==> src/rtl/uart_tx_ctrl.sv <==
// Memory-mapped 8N1 UART transmitter: byte stores fill a TX FIFO that a
// baud-timed shifter drains back-to-back. Full FIFO stalls TXDATA stores.
module uart_tx_ctrl #(
  parameter logic [31:0] BASE_ADDR       = 32'h0050_0000,
  parameter int          FIFO_DEPTH      = 16,
  parameter logic [15:0] CLK_DIV_DEFAULT = 16'd434
) (
  input  logic        clk,
  input  logic        rst_n,
  input  logic [31:0] mem_addr,
  input  logic [31:0] mem_write_data,
  input  logic        mem_data_wr_en,
  input  logic        mem_data_rd_en,
  output logic [31:0] mem_read_data,
  output logic        mem_stall,
  output logic        uart_tx
);
  localparam int AW = $clog2(FIFO_DEPTH);
  localparam logic [AW:0] DEPTH_C = FIFO_DEPTH[AW:0];

  typedef enum logic [1:0] {IDLE, START, DATA, STOP} state_t;

  state_t        state;
  logic [7:0]    fifo_mem [FIFO_DEPTH];
  logic [AW-1:0] wr_ptr, rd_ptr;
  logic [AW:0]   count;
  logic [15:0]   baud_div, active_div, baud_cnt;
  logic [7:0]    shreg;
  logic [2:0]    bit_cnt;
  logic [31:0]   status;

  logic       hit, tx_wr, full, empty, push, pop, bit_end, busy;
  logic [1:0] sel;

  assign hit     = (mem_addr[31:4] == BASE_ADDR[31:4]);
  assign sel     = mem_addr[3:2];
  assign tx_wr   = hit && mem_data_wr_en && (sel == 2'd0);
  assign full    = (count == DEPTH_C);
  assign empty   = (count == '0);
  assign push    = tx_wr && !full;
  assign mem_stall = tx_wr && full;
  assign bit_end = (baud_cnt == active_div - 16'd1);
  assign busy    = (state != IDLE);
  // A pop only happens when the shifter is ready for the next frame.
  assign pop     = !empty && ((state == IDLE) || (state == STOP && bit_end));

  always_comb begin
    status          = '0;
    status[0]       = busy;
    status[1]       = full;
    status[2]       = empty;
    status[4+AW:4]  = count;
    mem_read_data   = '0;
    if (hit && mem_data_rd_en) begin
      case (sel)
        2'd1:    mem_read_data = status;
        2'd2:    mem_read_data = {16'h0, baud_div};
        default: mem_read_data = '0;
      endcase
    end
  end

  always_ff @(posedge clk) begin
    if (push) fifo_mem[wr_ptr] <= mem_write_data[7:0];
  end

  always_ff @(posedge clk or negedge rst_n) begin
    if (!rst_n) begin
      wr_ptr <= '0;
      rd_ptr <= '0;
      count  <= '0;
    end else begin
      if (push) wr_ptr <= wr_ptr + 1'b1;
      if (pop)  rd_ptr <= rd_ptr + 1'b1;
      case ({push, pop})
        2'b10:   count <= count + 1'b1;
        2'b01:   count <= count - 1'b1;
        default: count <= count;
      endcase
    end
  end

  always_ff @(posedge clk or negedge rst_n) begin
    if (!rst_n) begin
      baud_div <= CLK_DIV_DEFAULT;
    end else if (hit && mem_data_wr_en && sel == 2'd2) begin
      baud_div <= (mem_write_data[15:0] == 16'd0) ? 16'd1 : mem_write_data[15:0];
    end
  end

  always_ff @(posedge clk or negedge rst_n) begin
    if (!rst_n) begin
      state      <= IDLE;
      shreg      <= '0;
      active_div <= CLK_DIV_DEFAULT;
      baud_cnt   <= '0;
      bit_cnt    <= '0;
      uart_tx    <= 1'b1;
    end else begin
      case (state)
        IDLE: begin
          if (pop) begin
            shreg      <= fifo_mem[rd_ptr];
            active_div <= baud_div;
            baud_cnt   <= '0;
            uart_tx    <= 1'b0;
            state      <= START;
          end
        end
        START: begin
          if (bit_end) begin
            baud_cnt <= '0;
            bit_cnt  <= '0;
            uart_tx  <= shreg[0];
            shreg    <= {1'b0, shreg[7:1]};
            state    <= DATA;
          end else begin
            baud_cnt <= baud_cnt + 16'd1;
          end
        end
        DATA: begin
          if (bit_end) begin
            baud_cnt <= '0;
            if (bit_cnt == 3'd7) begin
              uart_tx <= 1'b1;
              state   <= STOP;
            end else begin
              uart_tx <= shreg[0];
              shreg   <= {1'b0, shreg[7:1]};
              bit_cnt <= bit_cnt + 3'd1;
            end
          end else begin
            baud_cnt <= baud_cnt + 16'd1;
          end
        end
        STOP: begin
          if (bit_end) begin
            baud_cnt <= '0;
            // Queued data chains straight into the next start bit.
            if (pop) begin
              shreg      <= fifo_mem[rd_ptr];
              active_div <= baud_div;
              uart_tx    <= 1'b0;
              state      <= START;
            end else begin
              state <= IDLE;
            end
          end else begin
            baud_cnt <= baud_cnt + 16'd1;
          end
        end
        default: state <= IDLE;
      endcase
    end
  end
endmodule

==> config.mk <==
export PLATFORM = sky130hd
export DESIGN_NAME = uart_tx_ctrl
export DESIGN_NICKNAME = d
export VERILOG_FILES = /design/src/rtl/uart_tx_ctrl.sv
export SDC_FILE = /design/constraint.sdc
export NUM_CORES = 1
export LEC_CHECK = 0
export CAP_MARGIN = 5
export CORE_MARGIN = 5
export CORE_UTILIZATION = 55
export CTS_CLUSTER_DIAMETER = 30
export CTS_CLUSTER_SIZE = 24
export DETAILED_ROUTE_END_ITERATION = 6
export HOLD_SLACK_MARGIN = 0.12
export PLACE_DENSITY = 0.87
export SYNTH_ARGS = -nofsm -noshare
export SYNTH_HDL_FRONTEND = slang
export SYNTH_SLANG_ARGS = --single-unit
==> constraint.sdc <==
create_clock -name clk -period 11.5 [get_ports clk]
set_input_delay 2.3 -clock clk [delete_from_list [all_inputs] [get_ports clk]]
set_output_delay 2.3 -clock clk [all_outputs]
set_load 0.05 [all_outputs]
==> metrics.md <==
| Metric | Value |
|---|---|
| Via density | `roughly 6` |
| Sequential power share | `between 40% and 50%` |
| Max transition margin | `a little over a quarter` |
| Slew Limit Fails | `0` |
| RSZ-0062 raised after global routing | `no` |
| Maximum VDD drop | `between 0.2 and 0.25 mV` |
| WL/cell | `about 22 um` |
| Initial Util | `between 50 and 60%` |
| I/O Buffers | `67` |
| Internal cell power | `roughly 1.5 mW` |
| Crit path cell chain | `clkdlybuf4s50_1 -> nor4_1 -> nand4_1 -> nor2_1 -> nand3_1 -> nor2_1 -> clkdlybuf4s50_1` |
| Seq cells post-synth | `~200` |
| Tot Pwr | `around 1.9 mW` |
| Period utilisation layout | `approximately 64%` |
| Worst-Margin Slew | `1100 ps` |
| Grt ovf | `0` |
| Highest-count cells in the layout ignoring fill and taps | `edfxtp_1, clkdlybuf4s50_1, dfrtp_1` |
| Reg clk slew, reported paths | `~50 ps` |
| Fin crit period | `approximately 7300 ps` |
| Sum Neg Setup Slack | `0 ps` |
| Critical path type | `primary input to output pin` |
| Fmax | `137 MHz` |
| CTS Buf Count | `35` |
| Crit start category | `primary input` |
| Ports | `roughly 100` |
| Number of global-route vias before repair | `around 6400` |
| Mapped Cells | `approximately 670` |
| Global routing met3 resource utilization | `under 10%` |
| Leakage | `around 4.3 nW` |
| Final worst slack | `between 4000 and 5000 ps` |
| Clk Tree Root Cell | `clkbuf_16` |
| Smallest hold slack | `~480 ps` |
| Distinct cells, synth | `between 60 and 70` |
| Switch Pwr | `about 0.41 mW` |
| Final core utilization | `between 60 and 70%` |
| Yosys warning total | `0` |
| Pwr Density | `between 150 and 200 nW/um2` |
| Max_cap viols | `0` |
| Clock H-tree levels | `2` |
| Met2 usage in global routing | `38.0%` |
| Die Ht | `about 140 um` |
| Filler cell count | `roughly 1100` |
| Area Growth Syn to Fin | `20.3%` |
| Post-synth EDFFs | `128` |
| Die Area | `~20000 um2` |
| Crit. End Element | `output pin` |
| Place WS | `4510 ps` |
| Worst clock skew | `27.0 ps` |
| Cts hold-fix bufs | `0` |
| Clock power frac | `about 54%` |
| Layer with the highest usage | `met2` |
| DRT iter0 DRCs | `approximately 580` |
| FFs w/ async S/R, synth | `36.9%` |
| Remaining DRCs | `0` |
| Largest stage delay, worst path | `880 ps` |
| Worst-skew pair later-pin latency | `roughly 500 ps` |
| Worst-path fanout max | `8` |
| Largest net degree at the start of global routing | `between 70 and 80` |
| Global-route usage over all layers | `22.3%` |
| Setup Buffers After CTS | `0` |
| WP data arrival | `5030 ps` |
| CTS tree | `done` |
| CP required | `9200 ps` |
| Hold Path Class | `register to register` |
| Clock Sink Count | `203` |
| Sw Ratio | `a little over a fifth` |
| Global-route wire length before repair | `34800 um` |
| Post-DP HPWL | `between 10000 and 15000 um` |
| Comb pwr share | `under 10%` |
| Post-synthesis sequential area ratio | `between 60% and 70%` |
| Layout cell share with drive strength beyond 1 | `between 20% and 30%` |
| Status | `finished, final reports clean` |
| Final wirelength | `approximately 22000 um` |
| Mapped Area | `roughly 9500 um2` |
| NumNets Final | `roughly 830` |
| Synthesized area per cell | `between 10 and 15 um2` |
| Initial antenna violation count | `1` |
| CTS Buffer Depth | `3` |
| Via count | `between 6000 and 7000` |
| Width of the die | `142 um` |
| Core area | `between 15000 and 20000 um2` |
| Met1 usage in global routing | `~28%` |
| Post-route ant nets | `0` |
| CTS resizes | `0` |
| Post-synth top flop | `edfxtp_1` |
| Row count | `48` |
| TritonRoute pass-1 iters | `5` |
| Gpl congestion | `0.847` |
| Most common cell after layout, fill and taps aside | `edfxtp_1` |
| Final hold violation count | `0` |
| Final setup violation count | `0` |
| Slowest stage cell, crit path | `clkdlybuf4s50_1` |
## kinds of logic (layout without fill, tap and decap cells)
kind of cell | Yosys count | after routing | synth area share, %
other cells | 1 | 17 | 0.0393
xor+xnor | 33 | 33 | 3.03
fa+ha+maj | 20 | 20 | 2.62
compound gates | 81 | 81 | 6.25
flops | 203 | 203 | 60.1
buf+inv | 69 | 156 | 3.58
simple gates | 178 | 178 | 9.99
mux | 80 | 80 | 14.4
## final cells by class
type | instances | area [um2] | share of cell area (%)
Antenna cell | 1 | 2.50 | 0.0218
Clock buffer | 39 | 901 | 7.84
Clock inverter | 25 | 251 | 2.19
Inverter | 18 | 67.6 | 0.588
Multi-Input combinational cell | 408 | 3530 | 30.7
Sequential cell | 203 | 5740 | 49.9
Tap cell | 225 | 282 | 2.45
Timing Repair Buffer | 74 | 721 | 6.27
## metrics by stage
stage,area [um2],std cells
after floorplan,9600,680
after global placement,10300,928
after detailed placement,10300,928
after CTS,11500,992
after global routing,11500,992
final,11500,993
## power by group through the flow
stage	Sequential, mW	Combinational, mW	Clock (mW)
2_1_floorplan	0.806	0.0383	0
3_3_place_gp	0.808	0.0636	0
3_5_place_dp	0.808	0.0667	0
4_1_cts	0.796	0.0682	1.02
5_1_grt	0.796	0.0721	1.06
6_report	0.795	0.0680	1.01
## worst max-delay path, delay by kind of cell
kind	cells	cell delay [ps]
AND/OR/NAND/NOR	5	1420
buffers and inverters	2	1300
## state kept, by name, indices dropped and copies added (netlist names)
| signal | flops |
|---|---|
| active_div | 16 |
| baud_cnt | 16 |
| baud_div | 16 |
| bit_cnt | 3 |
| count | 5 |
| fifo_mem | 128 |
| rd_ptr | 4 |
| shreg | 8 |
| state | 2 |
| uart_tx | 1 |
| wr_ptr | 4 |
## worst paths after layout
| path | startpoint | to | slack, ps | cells past startpoint |
|---|---|---|---|---|
| max in group asynchronous | rst_n | rd_ptr[0]$_DFFE_PN0P_ | 8870 | 1 |
| min in group asynchronous | rst_n | baud_cnt[13]$_DFFE_PN0P_ | 1940 | 1 |
| worst max-delay path | mem_addr[6] | mem_read_data[0] | 4170 | 7 |
| worst min-delay path | bit_cnt[1]$_DFFE_PN0P_ | bit_cnt[1]$_DFFE_PN0P_ | 480 | 2 |
| worst min register to register | bit_cnt[1]$_DFFE_PN0P_ | bit_cnt[1]$_DFFE_PN0P_ | 480 | 2 |
| worst max register to register | active_div[0]$_DFFE_PN0P_ | count[4]$_DFFE_PN0P_ | 6610 | 17 |
## synthesized netlist by cell type (3+ instances only)
cell type | count | share of area [%]
inv_1 | 18 | 0.71
mux4_2 | 40 | 9.4
dfrtp_1 | 64 | 17
a21o_1 | 3 | 0.24
mux2_2 | 32 | 3.8
nand4_1 | 7 | 0.46
edfxtp_1 | 128 | 40
nor2b_1 | 4 | 0.26
xor2_1 | 10 | 0.92
ha_1 | 20 | 2.6
and2_1 | 10 | 0.66
buf_2 | 5 | 0.26
clkbuf_1 | 18 | 0.71
buf_4 | 16 | 1.3
buf_1 | 11 | 0.43
o21ai_0 | 14 | 0.73
a22o_1 | 5 | 0.46
nand2_1 | 48 | 1.9
and3_1 | 10 | 0.66
a21oi_1 | 16 | 0.84
xnor2_1 | 23 | 2.1
nor4b_1 | 3 | 0.28
nand3_1 | 8 | 0.42
a22oi_1 | 8 | 0.63
nor2_1 | 38 | 1.5
a31oi_1 | 11 | 0.72
mux2_4 | 7 | 1.1
nor4_1 | 11 | 0.72
nor3_1 | 11 | 0.58
nand2b_1 | 11 | 0.72
dfstp_2 | 11 | 3.0
## layer usage
| layer | part of all wire [%] | vias to the layer above | wire, um |
|---|---|---|---|
| met5 | 0 | - | 0 |
| met4 | 3.0 | 0 | 665 |
| met3 | 6.8 | 58 | 1500 |
| met2 | 52 | 276 | 11400 |
| met1 | 38 | 3064 | 8390 |
| li1 | - | 2659 | - |
Power figures use the tool's default switching activity.
